### src/rtl/exp_align_offset_n.sv
// N-lane exponent alignment: S1 finds the vector maximum, S2 emits per-lane right-shift offsets.
// Define EXP_OFFSET_SAT_EN to clamp nonzero-lane offsets at MAX_SHIFT.
module exp_align_offset_n #(
    parameter int EXP_WIDTH = 4,
    parameter int LANES     = 4,
    parameter int MAX_SHIFT = 9
) (
    input  logic                         clk,
    input  logic                         rst_n,
    input  logic                         in_valid,
    output logic                         in_ready,
    input  logic [EXP_WIDTH*LANES-1:0]   in_exp,
    output logic                         out_valid,
    input  logic                         out_ready,
    output logic [EXP_WIDTH-1:0]         out_max_exp,
    output logic [EXP_WIDTH*LANES-1:0]   out_offset,
    output logic [LANES-1:0]             out_zero_mask
);

    localparam int DEPTH  = $clog2(LANES);
    localparam int LEAVES = 1 << DEPTH;
    localparam logic [EXP_WIDTH-1:0] SHIFT_CAP = EXP_WIDTH'(MAX_SHIFT);

    logic [EXP_WIDTH-1:0]       tree [1:2*LEAVES-1];
    logic [LANES-1:0]           zero_now;
    logic [EXP_WIDTH*LANES-1:0] s1_exp;
    logic [LANES-1:0]           s1_mask;
    logic [EXP_WIDTH-1:0]       s1_max;
    logic                       v1;
    logic                       v2;
    logic                       load1;
    logic                       load2;
    logic [EXP_WIDTH*LANES-1:0] next_offset;

    // Heap-ordered balanced max tree; padding leaves are zero so they never win.
    always_comb begin
        for (int k = 1; k < 2*LEAVES; k++) begin
            tree[k] = '0;
        end
        for (int i = 0; i < LANES; i++) begin
            tree[LEAVES+i] = in_exp[EXP_WIDTH*i +: EXP_WIDTH];
        end
        for (int k = LEAVES-1; k >= 1; k--) begin
            tree[k] = (tree[2*k] >= tree[2*k+1]) ? tree[2*k] : tree[2*k+1];
        end
    end

    always_comb begin
        zero_now = '0;
        for (int i = 0; i < LANES; i++) begin
            zero_now[i] = (in_exp[EXP_WIDTH*i +: EXP_WIDTH] == '0);
        end
    end

    assign load2     = v1 && (!v2 || out_ready);
    assign in_ready  = !v1 || !v2 || out_ready;
    assign load1     = in_valid && in_ready;
    assign out_valid = v2;

    always_ff @(posedge clk or negedge rst_n) begin
        if (!rst_n) begin
            v1      <= 1'b0;
            s1_exp  <= '0;
            s1_mask <= '0;
            s1_max  <= '0;
        end else if (load1) begin
            v1      <= 1'b1;
            s1_exp  <= in_exp;
            s1_mask <= zero_now;
            s1_max  <= tree[1];
        end else if (load2) begin
            v1      <= 1'b0;
        end
    end

    // max >= every lane exponent, so the difference never wraps.
    always_comb begin
        logic [EXP_WIDTH-1:0] diff;
        next_offset = '0;
        diff        = '0;
        for (int i = 0; i < LANES; i++) begin
            diff = s1_max - s1_exp[EXP_WIDTH*i +: EXP_WIDTH];
`ifdef EXP_OFFSET_SAT_EN
            if (diff > SHIFT_CAP) begin
                diff = SHIFT_CAP;
            end
`endif
            next_offset[EXP_WIDTH*i +: EXP_WIDTH] = s1_mask[i] ? SHIFT_CAP : diff;
        end
    end

    always_ff @(posedge clk or negedge rst_n) begin
        if (!rst_n) begin
            v2            <= 1'b0;
            out_max_exp   <= '0;
            out_offset    <= '0;
            out_zero_mask <= '0;
        end else if (load2) begin
            v2            <= 1'b1;
            out_max_exp   <= s1_max;
            out_offset    <= next_offset;
            out_zero_mask <= s1_mask;
        end else if (out_ready) begin
            v2            <= 1'b0;
        end
    end

endmodule

### config.mk
export PLATFORM = sky130hd
export DESIGN_NAME = exp_align_offset_n
export DESIGN_NICKNAME = d
export VERILOG_FILES = /design/src/rtl/exp_align_offset_n.sv
export SDC_FILE = /design/constraint.sdc
export NUM_CORES = 1
export LEC_CHECK = 0
export CORE_UTILIZATION = 57
export DETAILED_ROUTE_END_ITERATION = 6
export GPL_TIMING_DRIVEN = 0
export PLACE_DENSITY_LB_ADDON = 0.12
export SETUP_SLACK_MARGIN = 0.5
export SLEW_MARGIN = 5
export SYNTH_ARGS = -nofsm -noshare
export SYNTH_HDL_FRONTEND = slang
export SYNTH_SLANG_ARGS = --single-unit
export TNS_END_PERCENT = 20
### constraint.sdc
create_clock -name clk -period 3.5 [get_ports clk]
set_input_delay 0.7 -clock clk [delete_from_list [all_inputs] [get_ports clk]]
set_output_delay 0.7 -clock clk [all_outputs]
set_load 0.03 [all_outputs]
-- After elaboration in Yosys (flattened, before gate mapping)
Cells that the tools add are included.
W data, S select, Z words.
- div/mod/pow operators: 0
- equality and inequality tests: 0
- shift operators: 0
- bitwise gates (word level): 0
- muxes and demuxes: 11
- $add $sub $neg: 4
- multiply operators: 0
- reduce and logical (&&, ||, !) cells: 13
- $lt $le $gt $ge: 3
- operator list (operator ; number):
    $mux W4 ; 7
    $logic_not A4 Y1 ; 4
    $sub A4 B4 Y4 ; 4
    $ge A4 B4 Y1 ; 3
    $mux W1 ; 4
    $reduce_bool A2 Y1 ; 2
    $logic_or A1 B1 Y1 ; 3
    $logic_and A1 B1 Y1 ; 2
    $logic_not A1 Y1 ; 2
- ROM bits: 0
- input bits: 20
- memories: 0
- latch bits: 0
- flip-flop bits (word level): 50
- memory bits (writable): 0

-- Logic depth before layout (Yosys ltp)
Gate-level depths: netlist (run 1).
- depth in word-level cells: 5
- gate-level depth with buffers: 13
- mapped depth without buffers: 13

-- Worst setup path before layout (run 1)
Ideal clock, no wire load.
- kind: input to register
- start point: in in_exp[8]
- end point: reg s1_max[1]
- setup time: 90 ps
- cell stages on the path: 13
- data required time: 3410 ps
- path buffers: 0
- setup slack: 629 ps
- arrival: 2780 ps
- cells stage by stage: inv_1 > ha_1 > nand2b_4 > a211oi_2 > o21bai_2 > mux2i_1 > inv_1 > ha_1 > nand2b_1 > a21oi_1 > o21ai_0 > or2_1 > o221ai_1
- longest elaborated chain between the ends: 4
- ends and longest elaborated chain (item ; line ; source):
    start: declaration ; 12 ; input logic [EXP_WIDTH*LANES-1:0] in_exp,
    $ge A4 B4 Y1 ; 44 ; tree[k] = (tree[2*k] >= tree[2*k+1]) ? tree[2*k] : tree[2*k+1];
    $mux W4 (*) ; 44 ;
    $ge A4 B4 Y1 ; 44 ;
    $mux W4 (*) ; 44 ;
    end signal: assignment ; 70 ; s1_max <= tree[1];
    end: declaration ; 28 ; logic [EXP_WIDTH-1:0] s1_max;
Mark *: on every way between the ends. The rest lies on a longest branch, timed or not.
A chain may end at the register's enable or synchronous reset.

-- Worst setup path in the final report (run 1)
- start point: in in_exp[4]
- end point: reg s1_max[1]
The elaborated chain is that of the path after synthesis.

==> metrics.md, run 1 <==
| Metric | Value |
|---|---|
| Cell at the slowest stage of the critical path | `ha_1` |
| FF-to-FF Start | `s1_max[1]` |
| Die H | `71.3 microns` |
| CTS tree | `built` |
| Most used DFF post-synth | `dfrtp_1` |
| Share of cells above drive strength 1 | `18.5%` |
| Vias after detailed routing | `2051` |
| Drt total wl | `5510 microns` |
| WS Path Type | `in2reg` |
| Clk sinks | `50` |
| Final Wtd Congestion | `a little over 0.8` |
| Final Hold Fails | `0` |
| DP Worst Slack | `-247 ps` |
| Nets | `366` |
| Synthesis-stage register bit count | `50` |
| Wire per inst | `14.9 microns` |
| Rel. slew slack | `65.8%` |
| Max Cap Viol | `0` |
| Register area share after synthesis | `a little under half` |
| Worst Slack Setup Final | `655 ps` |
| Reg-to-reg setup timing slack | `~1900 ps` |
| Worst hold path class | `in2async` |
| Most frequent CP cell | `ha_1` |
| Slew Viols, Final | `0` |
| Synthesized instance count | `about 260` |
| First-pass GRT wire length | `9300 microns` |
| Crit start category | `input pin` |
| CTS root buf | `clkbuf_8` |
| Post-synth top area cell | `dfrtp_1` |
| Largest cells by area after synthesis | `dfrtp_1 (46%), ha_1 (11%), nand2_1 (5.2%), inv_1 (4.1%), mux2_2 (3.3%)` |
| Max VDD drop | `0.262 mV` |
| Layout Skew | `5.67 ps` |
| Worst Tran Pin Value | `513 ps` |
| I/O pin count | `46` |
| Detail-routed via count per cell | `5.53` |
| CP endpoint kind | `flip-flop` |
| LEAKAGE | `approximately 0.0017 uW` |
| Tcrit/Tclk final | `between 80% and 90%` |
| Crit-path cells | `dlygate4sd2_1 > ha_1 > nand2b_4 > a211oi_4 > o21bai_4 > mux2i_2 > inv_1 > ha_1 > nand2_1 > o21ai_2 > nand3_1 > o221ai_1` |
| Final Setup Violations | `0` |
| Area Growth Syn to Fin | `26.7%` |
| Clk Latency, worst-skew pair | `300 ps` |
| Pwr dens | `631 nW/um^2` |
| Crit path time final | `2850 ps` |
| Status | `complete, but fails checks` |
| CP bufs+invs | `2` |
| Failing checks | `design-rule violations` |
| RSZ-0062 raised after global routing | `false` |
| Reg clk slew, reported paths | `~90 ps` |
| Hold_buf cts | `0` |
| DIE WIDTH | `between 70 and 80 microns` |
| Data required, critical path | `approximately 3700 ps` |
| Detail Route Antenna Nets | `0` |
| Worst-case clock buffer depth | `2` |
| TNS Setup | `0 ps` |
| Pre-antenna DRT Iters | `7` |
| Die footprint | `5080 sq um` |
| Crit Path Max Fanout | `4` |
| Top-area cell type share of the netlist area | `45.7%` |
| Cell variety after synth | `34` |
| Async set-reset flop share out of synthesis | `100%` |
| CP max stage delay | `~310 ps` |
| CTS HTree Levels | `2` |
| R2r endpoint | `out_offset[2]` |
| Post-Syn Area | `2740 sq um` |
| Avg Cell Area, Syn | `around 10 sq um` |
| Post-synth EDFFs | `0` |
| Worst EP arrival | `3070 ps` |
| Post-DP HPWL | `4180 microns` |
| Syn_nets | `between 300 and 400` |
| All-Layer GR Usage | `24.2%` |
| Core Area | `~4500 sq um` |
| Port-buffer cells | `45` |
| Largest net degree at the start of global routing | `29` |
| Reg2Reg Depth | `4` |
| CP top delay family | `compound AO/OA/AOI/OAI gates` |
| Synth warn | `0` |
| Placement Rows | `24` |
| CTS Buf Count | `5` |
| GRT overflow | `0` |
| Drt drc | `4` |
| Highest clock rate | `around 350 MHz` |
| Initial antenna violation count | `0` |
| Starting Density | `61.2%` |
| Initial drt markers | `99` |
| Vias in the first global route | `1970` |
| Ant diodes | `0` |
## sequential cells by signal (all words and copies together), names as in the netlist
register	flops
out_max_exp	4
out_offset	16
out_valid	1
out_zero_mask	4
s1_exp	16
s1_mask	4
s1_max	4
v1	1
## cells in the mapped netlist, drive strengths merged, types with 6 or more instances
library cell   n
a21oi          6
a31oi          8
buf            6
dfrtp         50
ha            24
inv           30
mux2           8
mux2i          8
nand2         39
nand2b         6
nor2           8
o21ai         21
o31ai          8
xor2           8
## cell type report
cell class              count  area, sq um
multi-input cells         172         1410
flip-flops and latches     50         1250
fillers                   302         1010
repair buffers             50          487
inverters                  30          113
clock buffers               6         82.6
well taps                  52         65.1
plain buffers               9         43.8
clock inverters             2         12.5
## metrics by stage
stage,total power (uW),util (%),std cells,cell area (sq um),hold slack (ps)
after global routing,2320,77.5,371,3470,393
final,2190,77.5,371,3470,358
after floorplan,1460,-,261,2740,404
after global placement,1790,72.7,358,3250,464
after detailed placement,1820,73.0,359,3270,470
after CTS,2190,76.5,369,3420,366
## kinds of logic after synthesis
group	share of synthesized area, %
adders and majority gates	13.9
and+or+nand+nor	10.6
DFF	45.7
AOI/OAI and AO/OA	13.9
buffers and inverters	5.72
xor gates and xnor gates	3.84
muxes	6.36
## cells in the final DEF, fill, tap and decap left out, types with 2 or more instances in the layout
cell	synthesis	final
a211oi_4	1	2
a21o_1	4	4
a21oi_1	6	4
a21oi_2	0	2
a31oi_1	8	8
buf_2	5	6
buf_4	1	5
clkbuf_1	3	3
clkbuf_2	0	3
clkbuf_8	0	6
clkdlybuf4s50_1	0	28
dfrtp_1	50	50
dlygate4sd2_1	0	7
dlymetal6s2s_1	0	6
fa_1	4	4
ha_1	24	20
ha_2	0	2
ha_4	0	2
inv_1	30	26
inv_2	0	4
mux2_2	8	8
mux2i_1	7	3
mux2i_2	1	5
nand2_1	38	38
nand2b_1	4	4
nand2b_4	2	2
nor2_1	8	8
o21ai_0	16	14
o21ai_1	5	5
o21ai_2	0	2
o21bai_4	1	2
o221ai_1	3	2
o221ai_2	1	2
o31ai_1	8	8
or4_1	4	4
xnor2_1	4	4
xor2_1	8	8
## report_power, final
group | total, uW | switching [uW] | internal [uW]
logic | 1020 | 562 | 458
clock network | 350 | 191 | 159
registers | 818 | 94.6 | 724
## how the worst max path moves through the flow
| stage | start | to | cells after the start |
|---|---|---|---|
| floorplan | in_exp[8] | s1_max[1] | 13 |
| global placement | in_exp[0] | s1_max[3] | 13 |
| detailed placement | in_exp[8] | s1_max[2] | 14 |
| CTS | in_exp[10] | s1_max[1] | 12 |
| global route | in_exp[4] | s1_max[1] | 12 |
| finish | in_exp[4] | s1_max[1] | 12 |
## routing by layer
layer | vias to the layer above | GRT usage, % | routed length (microns)
li1 | 1003 | - | -
met1 | 982 | 32.1 | 2550
met2 | 59 | 40.6 | 2660
met3 | 7 | 4.08 | 219
met4 | 0 | 8.44 | 77
met5 | - | 0 | 0
## what timing repair did
action / in CTS / in global routing
cloned: 0 / 0
setup endpoints to repair: 4 / 4
buffers inserted: 2 / 2
gates resized for setup: 25 / 19
pin swaps: 7 / 4
## worst register-to-register path, delay by kind of cell (launching register included)
kind	cells	cell delay [ps]
xor gates and xnor gates	1	170
adders and majority gates	1	450
DFF	1	500
AOI/OAI and AO/OA	1	190
buffers and inverters	1	230
No activity file was read; power rests on OpenSTA's default activity.
==> inputs of run 2 (changes only) <==
Settings changed: CORE_UTILIZATION 57 to 53.
Clock period 3.5 ns to 2.75 ns, I/O delays scaled along.
==> run 2 against run 1 <==
Against the previous run: largest cell class unchanged; clock power increased by 27%; count of clock-buffer cells in the layout unchanged; critical path depth increased by 1; the flow now finishes without violations; worst setup slack got worse by 490 ps; power increased by 31%; wire length increased by 14%; critical path type unchanged; die area increased by 7.3%.
==> metrics.md, run 2 (synthesis results as in run 1) <==
| Metric | Value |
|---|---|
| Most frequent cells in the layout | `dfrtp_1 (50), nand2_1 (38), clkdlybuf4s50_1 (28)` |
| Post-DP HPWL | `4530 microns` |
| Layout Skew | `around 5.5 ps` |
| Ant diodes | `0` |
| CP top delay family | `compound AO/OA/AOI/OAI gates` |
| Hold_buf cts | `0` |
| Largest registers | `out_offset: 16 flops, s1_exp: 16 flops` |
| DP Worst Slack | `-849 ps` |
| Data required, critical path | `2920 ps` |
| Drt drc | `0` |
| Vias after detailed routing | `2133` |
| Final Setup Violations | `0` |
| Final Wtd Congestion | `0.815` |
| Clock power share | `15.5%` |
| Die footprint | `5450 sq um` |
| CTS Buf Count | `5` |
| Worst-case clock buffer depth | `2` |
| Cell at the slowest stage of the critical path | `ha_4` |
| I/O pin count | `46` |
| Crit-path cells | `buf_8 > ha_4 > nand2b_4 > a211oi_4 > o21bai_4 > buf_6 > mux2i_2 > inv_1 > ha_4 > nand2_1 > o21ai_2 > or2_4 > o221ai_2` |
| Worst EP arrival | `2760 ps` |
| Pre-antenna DRT Iters | `4` |
| Wire per inst | `15.9 microns` |
| Worst Tran Pin Value | `496 ps` |
| Status | `complete, no violations` |
| CP max stage delay | `between 200 and 300 ps` |
| Die H | `73.9 microns` |
| Sw Share | `roughly two fifths` |
| Initial drt markers | `around 140` |
| Slew Viols, Final | `0` |
| First-pass GRT wire length | `9740 microns` |
| FF-to-FF Start | `s1_max[1]` |
| Layout fillers | `343` |
| Pwr dens | `between 700 and 800 nW/um^2` |
| Nets | `377` |
| Sequential share of power | `36.7%` |
| Tcrit/Tclk final | `94.1%` |
| Switching power | `around 1100 uW` |
| Clk sinks | `50` |
| Pint | `1750 uW` |
| DIE WIDTH | `73.9 microns` |
| Min Hold Slack | `177 ps` |
| Crit start category | `input pin` |
| WS Path Type | `in2reg` |
| Share of cells above drive strength 1 | `just under 30%` |
| Vias in the first global route | `1989` |
| CP endpoint kind | `flip-flop` |
| Crit Path Max Fanout | `4` |
| Starting Density | `56.4%` |
| Rel. slew slack | `66.9%` |
| CP bufs+invs | `3` |
| Drt total wl | `6300 microns` |
| Worst hold path class | `in2async` |
| Port-buffer cells | `45` |
| Area Growth Syn to Fin | `34.7%` |
| RSZ-0062 raised after global routing | `true` |
| Cells after DPL | `374` |
| Detail-routed via count per cell | `between 5 and 6` |
| Most common cell after layout, fill and taps aside | `dfrtp_1` |
| Post-route design area | `3690 sq um` |
| Power Total | `2860 uW` |
| Critical path origin | `in_exp[4]` |
| Max VDD drop | `around 0.33 mV` |
| Final Hold Fails | `0` |
| Gate power share | `47.9%` |
| Crit path time final | `2590 ps` |
| Worst Slack Setup Final | `163 ps` |
| Initial antenna violation count | `0` |
| Reg clk slew, reported paths | `90 ps` |
| Detail Route Antenna Nets | `0` |
| Largest net degree at the start of global routing | `35` |
| All-Layer GR Usage | `24.4%` |
| LEAKAGE | `0.00168 uW` |
| Dpl cell area | `3310 sq um` |
| CTS HTree Levels | `2` |
| CTS root buf | `clkbuf_8` |
| GRT overflow | `0` |
| Max Cap Viol | `0` |
| Highest clock rate | `around 390 MHz` |
| Clk Latency, worst-skew pair | `300 ps` |
| CTS tree | `built` |
| Most frequent CP cell | `ha_4` |
| Core Area | `4850 sq um` |
| Cell Count, Final, Fillers Out | `397` |
| Placement Rows | `25` |
## run 2: cell types whose count changed in the layout (fill, tap and decap cells not counted), sizes merged
cell	before	now
buf	12	37
clkbuf	12	9
clkdlybuf4s15	0	2
dlygate4sd2	7	0
dlymetal6s2s	6	0
## run 2: layout make-up
cell class	count	area (sq um)	share of cell area [%]
Buffer	9	43.8	1.19
Inverter	30	128	3.46
Tap cell	67	83.8	2.27
Clock inverter	2	12.5	0.339
Multi-Input combinational cell	172	1520	41.3
Sequential cell	50	1250	33.9
Clock buffer	6	82.6	2.24
Timing Repair Buffer	61	563	15.3
## run 2: final timing paths
path	endpoint	slack, ps	cells past startpoint
max	s1_max[2]	160	13
min	out_offset[1]	180	1
max reg2reg	out_offset[6]	980	4
min reg2reg	out_offset[13]	480	2
max in group asynchronous	s1_exp[4]	2050	2
min in group clk	out_offset[13]	480	2
## run 2: routing by layer
layer  GRT usage (%)  share of wire (%)
met1            31.0                 44
met2            41.9                 51
met3            5.08                3.6
met4            6.84                2.1
met5               0                  0
## run 2: per-stage QoR
step | util [%] | setup TNS [ps]
after floorplan | - | 0
after global placement | 68.0 | -12980
after detailed placement | 68.3 | -3270
after CTS | 73.7 | 0
after global routing | 76.0 | 0
final | 76.0 | 0
## run 2: power groups by stage
| stage | Combinational (uW) | Clock (uW) | Sequential, uW |
|---|---|---|---|
| after floorplan | 557 | 0 | 1300 |
| after global placement | 1230 | 0 | 1050 |
| after detailed placement | 1270 | 0 | 1060 |
| after CTS | 1310 | 446 | 1050 |
| after global routing | 1490 | 470 | 1070 |
| final | 1370 | 443 | 1050 |
## run 2: what timing repair did
action,4_1_cts,5_1_grt
buffers inserted,10,5
gates resized for setup,93,21
endpoints found under the setup margin,5,5
pin swaps,12,12
